==> src/rtl/toggle_debouncer.sv <==
// Multi-channel switch debouncer: per-bit 2-flop synchroniser, shared tick prescaler,
// and a per-bit stability counter that commits a new level after STABLE_TICKS ticks.
module toggle_debouncer #(
  parameter int WIDTH        = 18,
  parameter int TICK_DIV     = 50000,
  parameter int STABLE_TICKS = 10
) (
  input  logic             clk,
  input  logic             reset,
  input  logic [WIDTH-1:0] raw_in,
  output logic [WIDTH-1:0] db_out,
  output logic [WIDTH-1:0] change_pulse,
  output logic             any_change
);

  localparam int PW = (TICK_DIV > 1) ? $clog2(TICK_DIV) : 1;
  localparam logic [PW-1:0] PRESC_MAX = PW'(TICK_DIV - 1);
  localparam logic [3:0]    CNT_MAX   = 4'(STABLE_TICKS - 1);

  logic [WIDTH-1:0] sync1;
  logic [WIDTH-1:0] sync2;
  logic [PW-1:0]    presc;
  logic             tick;
  logic [3:0]       cnt_q [WIDTH];
  logic [3:0]       cnt_d [WIDTH];
  logic [WIDTH-1:0] commit;
  logic [WIDTH-1:0] db_next;

  always_ff @(posedge clk or posedge reset) begin
    if (reset) begin
      sync1 <= '0;
      sync2 <= '0;
    end else begin
      sync1 <= raw_in;
      sync2 <= sync1;
    end
  end

  // Free-running prescaler; input activity never restarts it.
  assign tick = (presc == PRESC_MAX);

  always_ff @(posedge clk or posedge reset) begin
    if (reset) begin
      presc <= '0;
    end else if (tick) begin
      presc <= '0;
    end else begin
      presc <= presc + 1'b1;
    end
  end

  // Any agreement clears the count, so a bounce back restarts qualification.
  always_comb begin
    commit = '0;
    for (int i = 0; i < WIDTH; i++) begin
      cnt_d[i] = cnt_q[i];
      if (sync2[i] == db_out[i]) begin
        cnt_d[i] = '0;
      end else if (tick) begin
        if (cnt_q[i] >= CNT_MAX) begin
          commit[i] = 1'b1;
          cnt_d[i]  = '0;
        end else begin
          cnt_d[i] = cnt_q[i] + 4'd1;
        end
      end
    end
  end

  assign db_next = (db_out & ~commit) | (sync2 & commit);

  always_ff @(posedge clk or posedge reset) begin
    if (reset) begin
      for (int i = 0; i < WIDTH; i++) begin
        cnt_q[i] <= '0;
      end
      db_out       <= '0;
      change_pulse <= '0;
      any_change   <= 1'b0;
    end else begin
      for (int i = 0; i < WIDTH; i++) begin
        cnt_q[i] <= cnt_d[i];
      end
      db_out       <= db_next;
      change_pulse <= commit;
      any_change   <= |commit;
    end
  end

endmodule

==> config.mk <==
export PLATFORM = sky130hd
export DESIGN_NAME = toggle_debouncer
export DESIGN_NICKNAME = d
export VERILOG_FILES = /design/src/rtl/toggle_debouncer.sv
export SDC_FILE = /design/constraint.sdc
export NUM_CORES = 1
export LEC_CHECK = 0
export ABC_AREA = 0
export ABC_CLOCK_PERIOD_IN_PS = 6150
export CORE_UTILIZATION = 50
export CTS_BUF_LIST = sky130_fd_sc_hd__clkbuf_2 sky130_fd_sc_hd__clkbuf_4 sky130_fd_sc_hd__clkbuf_8
export CTS_CLUSTER_DIAMETER = 40
export CTS_CLUSTER_SIZE = 28
export DETAILED_ROUTE_END_ITERATION = 16
export GPL_TIMING_DRIVEN = 0
export PLACE_DENSITY = 0.72
export SKIP_CTS_REPAIR_TIMING = 1
export SLEW_MARGIN = 20
export SYNTH_ARGS = -nofsm -noshare
export SYNTH_HDL_FRONTEND = slang
export SYNTH_SLANG_ARGS = --single-unit
==> constraint.sdc <==
create_clock -name clk -period 6.15 [get_ports clk]
set_input_delay 1.23 -clock clk [delete_from_list [all_inputs] [get_ports clk]]
set_output_delay 1.23 -clock clk [all_outputs]
set_load 0.02 [all_outputs]
==> impl_metrics.csv, run 1 <==
group,metric,value,unit
sta,fmax_achieved,0.3643,GHz
worst_setup_path,crit_path_top_delay_cell,"clkdlybuf4s50_1",
worst_setup_path,cp-end-kind,"primary output",
floorplanning,std_cell_rows,44,
routing,detail_route.drc_violations,0,
yosys,synth_most_common_cell,"dfrtp_1",
floorplanning,die_height,124.3,um
worst_setup_path,timing.critical_path.arrival,1510,ps
worst_setup_path,path_class,"register to primary output",
sta,timing.final.hold_violations,0,
sta,clock_skew,10.92,ps
clock_tree,numClockSinks,161,
yosys,ys_seq_area_share,53.86,%
worst_setup_path,worstPathCellList,"clkdlybuf4s50_1",
run,drv_cap,0,
floorplanning,initial_core_util,51.28,%
worst_setup_path,worst_r2r_startpoint,"cnt_q[37]",
sta,period_minus_slack,2745,ps
global_routing,overflow,0,
routing,drt_first_iter_violations,492,
floorplanning,core-area,14590,um^2
worst_setup_path,worst-endpoint-required,4920,ps
clock_tree,clock_tree.htree_level_count,4,
global_routing,grt_first_pass_wirelength,26.79,mm
pwr,leakagePower,3.905,nW
clock_tree,ctsLongestPathBuffers,2,
yosys,syn-cell-area,7481,um^2
clock_tree,clock-root-buffer,"clkbuf_8",
sta,timing.final.setup_violations,0,
yosys,synth_edf_count,0,
worst_setup_path,crit_path_launch_type,"register",
yosys,dominantRegCellSynth,"dfrtp_1",
yosys,ys_top_cells_by_count,"dfrtp_1, a21oi_1, nor2_1",
sta,grt_setup_unrepaired,"no",
clock_tree,clk_latency,460,ps
yosys,synth-seq-cells,161,
sta,setup_ws,3405,ps
cells_and_area,post_route_cells_drive_above_1_share,9.395,%
worst_setup_path,crit_fanout,3,
yosys,post_synth_net_total,763,
pwr,power.density_cell_area,220.7,nW/um^2
cells_and_area,diodes,0,
sta,fin_crit_sh,44.63,%
sta,worst_slew_pin_slew,756.5,ps
clock_tree,worst_setup_hold_path_clk_slew,90,ps
yosys,netlist_instances,688,
worst_setup_path,cp.buffers_inverters,1,
worst_setup_path,rrSetupSlack,3700,ps
worst_setup_path,worst_r2r_path_depth,7,
yosys,synth-async-reset-ratio,100.0,%
place,pre_cts_slack,3572,ps
worst_setup_path,critical-path-top-delay-family,"buffers and inverters",
cells_and_area,areaGrowthSynthToFinish,16.52,%
place,detailedPlacementHpwl,11.01,mm
worst_setup_path,r2r_end,"any_change",
hold_path,hold_path_class,"register to register",
cells_and_area,finalNonFillerCells,961,
yosys,ys_warn_count,0,
routing,via_per_inst,5.776,
place,placedCellCount,929,
yosys,synth_largest_type_area_fraction,53.86,%
floorplanning,width_of_the_die,124.3,um
yosys,syn-mean-instance-area,10.87,um^2
global_routing,grt_max_degree,92,
routing,drt-wirelength-per-cell,16.88,um
yosys,cells_taking_the_most_area_after_synthesis,"dfrtp_1, ha_1, a21oi_1",
worst_setup_path,max_stage_delay,630,ps
place,buffer_ports.inserted,56,
routing,antenna_violating_nets_post_route,0,
worst_setup_path,endpoint,"db_out[4]",
cells_and_area,layout.nets,839,
place,gp_congestion,0.8383,
floorplanning,io_pins,57,
pwr,max-vdd-ir-drop,0.1753,mV
yosys,synth_largest_area_cell,"dfrtp_1",
outcome,outcome,"completed",
routing,postRouteWirelength,16.23,mm
clock_tree,tritoncts,"built",
yosys,post_synth_num_cell_types,39,
worst_setup_path,worst_path_depth,1,
global_routing,number_of_antenna_violations_at_the_first_check_in_global_routing,0,
floorplanning,fp.dieArea,15460,um^2
clock_tree,numCtsBuffers,17,
hold_path,hold_path.startpoint,"sync1[14]",
sta,timing.final.max_slew_violations,0,
global_routing,grt_pass1_vias,5522,
routing,dr_total_vias,5551,
global_routing,track_usage,21.85,%
routing,detailedRoute.firstPassIterationCount,5,
sta,relSlewSlack,49.14,%
[routing by layer]
layer | share of wire (%) | GRT usage (%) | routed length [um]
met2 | 49 | 35.23 | 7922
met3 | 4.9 | 5.584 | 802
met4 | 2.7 | 9.568 | 433
met1 | 44 | 27.82 | 7065
met5 | 0 | 0 | 0
[cells by family (layout without fill, tap and decap cells)]
logic type,count (synthesis),in the layout,share of synthesized area [%]
AO/OA/AOI/OAI,127,127,10.04
XOR/XNOR,32,32,3.746
adder cells (fa/ha/maj),55,55,9.199
buffers and inverters,67,156,3.646
flip-flops,161,161,53.86
multiplexers,23,23,3.362
AND/OR/NAND/NOR,223,223,16.16
[worst min-delay path by stage]
stage | end | slack (ps) | cells after the start
floorplan | sync2[0] | 330 | 0
global placement | sync2[10] | 330 | 0
detailed placement | sync2[9] | 340 | 0
CTS | sync2[14] | 350 | 0
global route | sync2[9] | 360 | 0
finish | sync2[14] | 350 | 0
[layout by cell type (no fill, tap or decap), drive strengths merged, types with 6 or more instances in the layout]
cell type      count
and3               6
xor2               9
buf               15
a41oi             12
o21ai             25
and2               7
nand3             31
nand2             37
mux2              17
a21oi             62
inv               50
nand3b            11
nor3              39
clkbuf            24
o31ai             11
xnor2             23
or3b               7
nand4b             9
nor2              56
dfrtp            161
o31a               8
clkdlybuf4s50     56
ha                55
mux2i              6
[report_power, final]
part	internal, mW	switching, mW
clock	0.410	0.390
combinational	0.0168	0.0318
sequential	1.07	0.00583
[stage by stage]
step           cell area [um^2]  power, mW  TNS (ps)  hold WS (ps)  util, %
3_5_place_dp               8307      1.147         0         335.5    56.94
6_report                   8717      1.924         0         351.4    59.75
5_1_grt                    8717      1.997         0         358.4    59.75
4_1_cts                    8717      1.949         0         353.7    59.75
3_3_place_gp               8272      1.143   -228930         331.7    56.70
2_1_floorplan              7481      1.121         0         331.2        -
[final cells by class]
class	instances	area, um^2
Clock buffer	19	249.0
Fill cell	1145	5872
Timing Repair Buffer	57	588.1
Multi-Input combinational cell	460	3179
Tap cell	184	230.2
Inverter	48	187.7
Clock inverter	13	161.4
Sequential cell	161	4029
Buffer	19	92.59
No activity file was read; power rests on OpenSTA's default activity.
==> inputs of run 2 (changes only) <==
--- a/config.mk
+++ b/config.mk
@@ -6,7 +6,7 @@
 export NUM_CORES = 1
 export LEC_CHECK = 0
 export ABC_AREA = 0
-export ABC_CLOCK_PERIOD_IN_PS = 6150
+export ABC_CLOCK_PERIOD_IN_PS = 2750
 export CORE_UTILIZATION = 50
 export CTS_BUF_LIST = sky130_fd_sc_hd__clkbuf_2 sky130_fd_sc_hd__clkbuf_4 sky130_fd_sc_hd__clkbuf_8
 export CTS_CLUSTER_DIAMETER = 40
==> constraint.sdc (replaced) <==
create_clock -name clk -period 2.75 [get_ports clk]
set_input_delay 0.55 -clock clk [delete_from_list [all_inputs] [get_ports clk]]
set_output_delay 0.55 -clock clk [all_outputs]
set_load 0.02 [all_outputs]
==> impl_metrics.csv, run 2 (synthesis gave the netlist of run 1 again) <==
group,metric,value,unit
outcome,outcome,"completed",
global_routing,track_usage,22.45,%
pwr,leakagePower,3.947,nW
sta,period_minus_slack,2467,ps
clock_tree,worst_setup_hold_path_clk_slew,80,ps
cells_and_area,layout.nets,843,
clock_tree,clk_latency,460,ps
routing,antenna_violating_nets_post_route,0,
clock_tree,ctsLongestPathBuffers,2,
routing,detailedRoute.firstPassIterationCount,5,
floorplanning,std_cell_rows,44,
worst_setup_path,timing.critical_path.from,"cnt_q[36]",
global_routing,grt_pass1_vias,5567,
hold_path,hold_path.startpoint,"sync1[14]",
routing,dr_total_vias,5507,
cells_and_area,layout_commonest_cell,"dfrtp_1",
sta,worst_slew_pin_slew,777.2,ps
global_routing,number_of_antenna_violations_at_the_first_check_in_global_routing,0,
worst_setup_path,worst_r2r_startpoint,"cnt_q[36]",
cells_and_area,final.fill_count,1207,
cells_and_area,layout_common_cells,"dfrtp_1, a21oi_1, nor2_1, clkdlybuf4s50_1, ha_1",
pwr,power.density_cell_area,484.9,nW/um^2
sta,setup_ws,283.1,ps
sta,timing.final.max_slew_violations,0,
sta,timing.final.setup_violations,0,
sta,grt_setup_unrepaired,"no",
global_routing,grt_max_degree,34,
routing,detail_route.drc_violations,0,
clock_tree,tritoncts,"built",
cells_and_area,diodes,0,
place,gp_congestion,0.8013,
place,detailedPlacementHpwl,11.21,mm
run,drv_cap,0,
pwr,max-vdd-ir-drop,0.3588,mV
worst_setup_path,crit_path_launch_type,"register",
hold_path,hold_path_class,"register to register",
sta,fmax_achieved,0.4054,GHz
floorplanning,initial_core_util,51.28,%
routing,via_per_inst,5.713,
floorplanning,fp.dieArea,15460,um^2
place,buffer_ports.inserted,56,
sta,fin_crit_sh,89.71,%
worst_setup_path,worst-endpoint-required,3070,ps
global_routing,overflow,0,
global_routing,grt_first_pass_wirelength,27.16,mm
worst_setup_path,crit_fanout,6,
routing,drt_first_iter_violations,369,
floorplanning,io_pins,57,
place,pre_cts_slack,342.7,ps
worst_setup_path,path_class,"register to register",
worst_setup_path,timing.critical_path.arrival,2780,ps
sta,clock_skew,13.12,ps
floorplanning,core-area,14590,um^2
floorplanning,die_height,124.3,um
sta,timing.final.hold_violations,0,
cells_and_area,post_route_cells_drive_above_1_share,9.744,%
floorplanning,width_of_the_die,124.3,um
worst_setup_path,cp-end-kind,"register",
clock_tree,numCtsBuffers,17,
cells_and_area,areaGrowthSynthToFinish,17.44,%
pwr,power.total,4.260,mW
cells_and_area,postLayoutCoreUtil,60.22,%
clock_tree,clock-root-buffer,"clkbuf_8",
routing,postRouteWirelength,16.01,mm
sta,relSlewSlack,47.74,%
clock_tree,numClockSinks,161,
clock_tree,clock_tree.htree_level_count,4,
routing,drt-wirelength-per-cell,16.61,um
run 2: cell count changes in the layout (fill, tap and decap cells not counted):
cell	delta
clkinv_2	+1
buf_12	+3
bufinv_16	-1
inv_8	-1
clkinv_4	-1
buf_16	+1
clkinvlp_4	-2
clkbuf_8	+3
run 2: power breakdown:
group	internal [mW]	leakage, nW	switching (mW)
Clock	0.893	0.206	0.839
Combinational	0.0497	1.59	0.0738
Sequential	2.39	2.15	0.0131
Total	3.33	3.95	0.926
run 2: critical path, stage by stage, from the launching register on:
cell,delay (ps)
dfrtp_1,420
inv_1,100
ha_1,150
inv_1,40
o31ai_1,660
o22ai_1,190
nor4_1,590
a31oi_1,160
run 2: path summary, 6_finish.rpt:
check / endpoint / slack, ps / cells past startpoint
setup / recovery: any_change / 280 / 7
hold / removal: sync2[14] / 350 / 0
setup reg to reg: any_change / 280 / 7
hold reg to reg: sync2[14] / 350 / 0
max in group asynchronous: cnt_q[70] / 1450 / 4
min in group asynchronous: change_pulse[16] / 530 / 2
run 2: stage by stage:
stage               hold slack, ps  std cells  TNS (ps)  cell area [um^2]
floorplan                    331.2        688         0              7485
global placement             332.3        928   -178840              8275
detailed placement           334.7        933         0              8391
CTS                          352.5        964         0              8786
global route                 347.2        964         0              8786
finish                       348.2        964         0              8786
run 2: cell type report:
cell class / instances / area, um^2 / share of cell area (%)
inverters: 48 / 183.9 / 2.093
multi-input cells: 460 / 3179 / 36.19
well taps: 184 / 230.2 / 2.620
repair buffers: 61 / 675.6 / 7.690
clock buffers: 22 / 290.3 / 3.304
clock inverters: 9 / 105.1 / 1.196
flip-flops and latches: 161 / 4029 / 45.86
plain buffers: 19 / 92.59 / 1.054
run 2: routing by layer:
metal / up-vias / track usage [%] / share of wire (%)
met5: - / 0 / 0
met4: 0 / 9.639 / 2.5
met3: 41 / 6.271 / 5.5
met2: 145 / 36.40 / 49
met1: 2755 / 28.15 / 43
li1: 2566 / - / -
==> inputs of run 3 (changes only) <==
--- a/config.mk
+++ b/config.mk
@@ -6,14 +6,15 @@
 export NUM_CORES = 1
 export LEC_CHECK = 0
 export ABC_AREA = 0
-export ABC_CLOCK_PERIOD_IN_PS = 2750
+export ABC_CLOCK_PERIOD_IN_PS = 2200
 export CORE_UTILIZATION = 50
 export CTS_BUF_LIST = sky130_fd_sc_hd__clkbuf_2 sky130_fd_sc_hd__clkbuf_4 sky130_fd_sc_hd__clkbuf_8
 export CTS_CLUSTER_DIAMETER = 40
 export CTS_CLUSTER_SIZE = 28
 export DETAILED_ROUTE_END_ITERATION = 16
 export GPL_TIMING_DRIVEN = 0
-export PLACE_DENSITY = 0.72
+export PLACE_DENSITY = 0.75
+export SETUP_SLACK_MARGIN = 0.1
 export SKIP_CTS_REPAIR_TIMING = 1
 export SLEW_MARGIN = 20
 export SYNTH_ARGS = -nofsm -noshare
==> constraint.sdc (replaced) <==
create_clock -name clk -period 2.2 [get_ports clk]
set_input_delay 0.44 -clock clk [delete_from_list [all_inputs] [get_ports clk]]
set_output_delay 0.44 -clock clk [all_outputs]
set_load 0.02 [all_outputs]
==> impl_metrics.csv, run 3 (synthesis gave the netlist of run 1 again) <==
group,metric,value,unit
outcome,outcome,"completed",
hold_path,hold_path_class,"primary input to async pin",
floorplanning,core-area,14590,um^2
worst_setup_path,max_stage_delay,490,ps
sta,timing.final.hold_violations,0,
floorplanning,fp.dieArea,15460,um^2
sta,period_minus_slack,2123,ps
clock_tree,numClockSinks,161,
floorplanning,initial_core_util,51.28,%
global_routing,grt_max_degree,33,
clock_tree,numCtsBuffers,17,
place,detailedPlacementHpwl,11.43,mm
place,placedCellCount,933,
global_routing,overflow,0,
cells_and_area,areaGrowthSynthToFinish,20.10,%
routing,detailedRoute.firstPassIterationCount,5,
sta,setup-tns-final,0,ps
worst_setup_path,timing.critical_path.arrival,2430,ps
worst_setup_path,crit_path_top_delay_cell,"or3b_2",
sta,timing.final.max_slew_violations,0,
floorplanning,die_height,124.3,um
clock_tree,tritoncts,"built",
cells_and_area,finalNonFillerCells,971,
clock_tree,clock-root-buffer,"clkbuf_8",
pwr,p_comb_share,2.9,%
routing,antenna_violating_nets_post_route,0,
pwr,sw_frac_of_total,21.68,%
sta,worst_slew_pin_slew,733.5,ps
cells_and_area,sequential_cell_area,4034,um^2
floorplanning,width_of_the_die,124.3,um
cells_and_area,layout_commonest_cell,"dfrtp_1",
place,buffer_ports.inserted,56,
sta,setup_ws,76.89,ps
routing,dr_total_vias,5598,
floorplanning,std_cell_rows,44,
pwr,max-vdd-ir-drop,0.4638,mV
global_routing,grt_first_pass_wirelength,27.67,mm
place,pre_cts_slack,-290.5,ps
global_routing,track_usage,22.53,%
sta,fin_crit_sh,96.51,%
worst_setup_path,cp-end-kind,"register",
cells_and_area,postLayoutCoreUtil,61.59,%
routing,drt-wirelength-per-cell,17.56,um
routing,drt_first_iter_violations,462,
clock_tree,worst_setup_hold_path_clk_slew,80,ps
cells_and_area,final_cell_area,8985,um^2
run,drv_cap,0,
pwr,share_seq_of_total_power,57.2,%
pwr,clock_power_share,39.9,%
worst_setup_path,crit_fanout,4,
floorplanning,io_pins,57,
pwr,power.density_cell_area,584.9,nW/um^2
pwr,power.total,5.255,mW
cells_and_area,multi_input_area,3311,um^2
worst_setup_path,worstPathCellList,"inv_1, ha_1, or3b_2, nand2_1, o22ai_1, nor4_2, a31oi_1",
clock_tree,clk_latency,450,ps
routing,postRouteWirelength,17.05,mm
routing,detail_route.drc_violations,0,
cells_and_area,post_route_cells_drive_above_1_share,14.49,%
sta,hold-worst-slack,348.8,ps
sta,relSlewSlack,50.68,%
cells_and_area,diodes,0,
clock_tree,ctsLongestPathBuffers,2,
global_routing,number_of_antenna_violations_at_the_first_check_in_global_routing,0,
cells_and_area,layout.nets,851,
pwr,cellInternalPower,4.116,mW
cells_and_area,final.fill_count,1144,
place,postPlaceCellArea,8376,um^2
clock_tree,clock_tree.htree_level_count,4,
global_routing,grt_pass1_vias,5766,
worst_setup_path,path_class,"register to register",
routing,via_per_inst,5.765,
pwr,switching_power,1.139,mW
sta,grt_setup_unrepaired,"yes",
pwr,leakagePower,3.946,nW
cells_and_area,layout_common_cells,"dfrtp_1, a21oi_1, clkdlybuf4s50_1",
place,gp_congestion,0.8463,
sta,fmax_achieved,0.4710,GHz
worst_setup_path,crit_path_launch_type,"register",
sta,clock_skew,12.20,ps
sta,timing.final.setup_violations,0,
worst_setup_path,worst-endpoint-required,2500,ps
## run 3: changes by cell type in the layout (fill, tap and decap cells not counted), moves of 5 or more
cell      delta
clkbuf_1     -5
clkbuf_4     +5
buf_4        +8
o31ai_1      -9
o31ai_2      +5
## run 3: final cells by class
type                       instances  share of cell area [%]
inverter                          48                   2.047
clock buffer                      25                   3.621
tap                              184                   2.562
multi-input combinational        461                   36.85
sequential                       161                   44.90
timing repair buffer              68                   7.938
buffer                            19                   1.504
clock inverter                     5                  0.5849
## run 3: power groups by stage
stage	sequential [mW]	combinational (mW)	clock, mW
after CTS	3.01	0.158	2.13
after floorplan	3.06	0.0744	0
after global placement	3.06	0.131	0
final	3.01	0.153	2.10
after global routing	3.01	0.173	2.27
after detailed placement	3.06	0.157	0
## run 3: per-layer routing
metal | routed length, um | up-vias | GRT usage [%]
li1 | - | 2576 | -
met1 | 7359 | 2808 | 27.87
met2 | 8540 | 187 | 37.47
met3 | 898 | 27 | 5.541
met4 | 255 | 0 | 9.780
met5 | 0 | - | 0
## run 3: critical path, delay by kind of cell, from the launching register on
family | cells | cell delay [ps]
compound gates | 2 | 290
flops | 1 | 420
buf+inv | 1 | 130
simple gates | 3 | 980
fa+ha+maj | 1 | 150
## run 3: path summary, 6_finish.rpt
check                               start               to  slack (ps)  cells past startpoint
min in group clk                 sync1[0]         sync2[0]         350                      0
worst max-delay path            cnt_q[32]       any_change          80                      7
worst min-delay path                reset         cnt_q[6]         350                      2
worst min register to register   sync1[0]         sync2[0]         350                      0
worst max register to register  cnt_q[32]       any_change          80                      7
max in group asynchronous           reset  change_pulse[0]        1090                      4
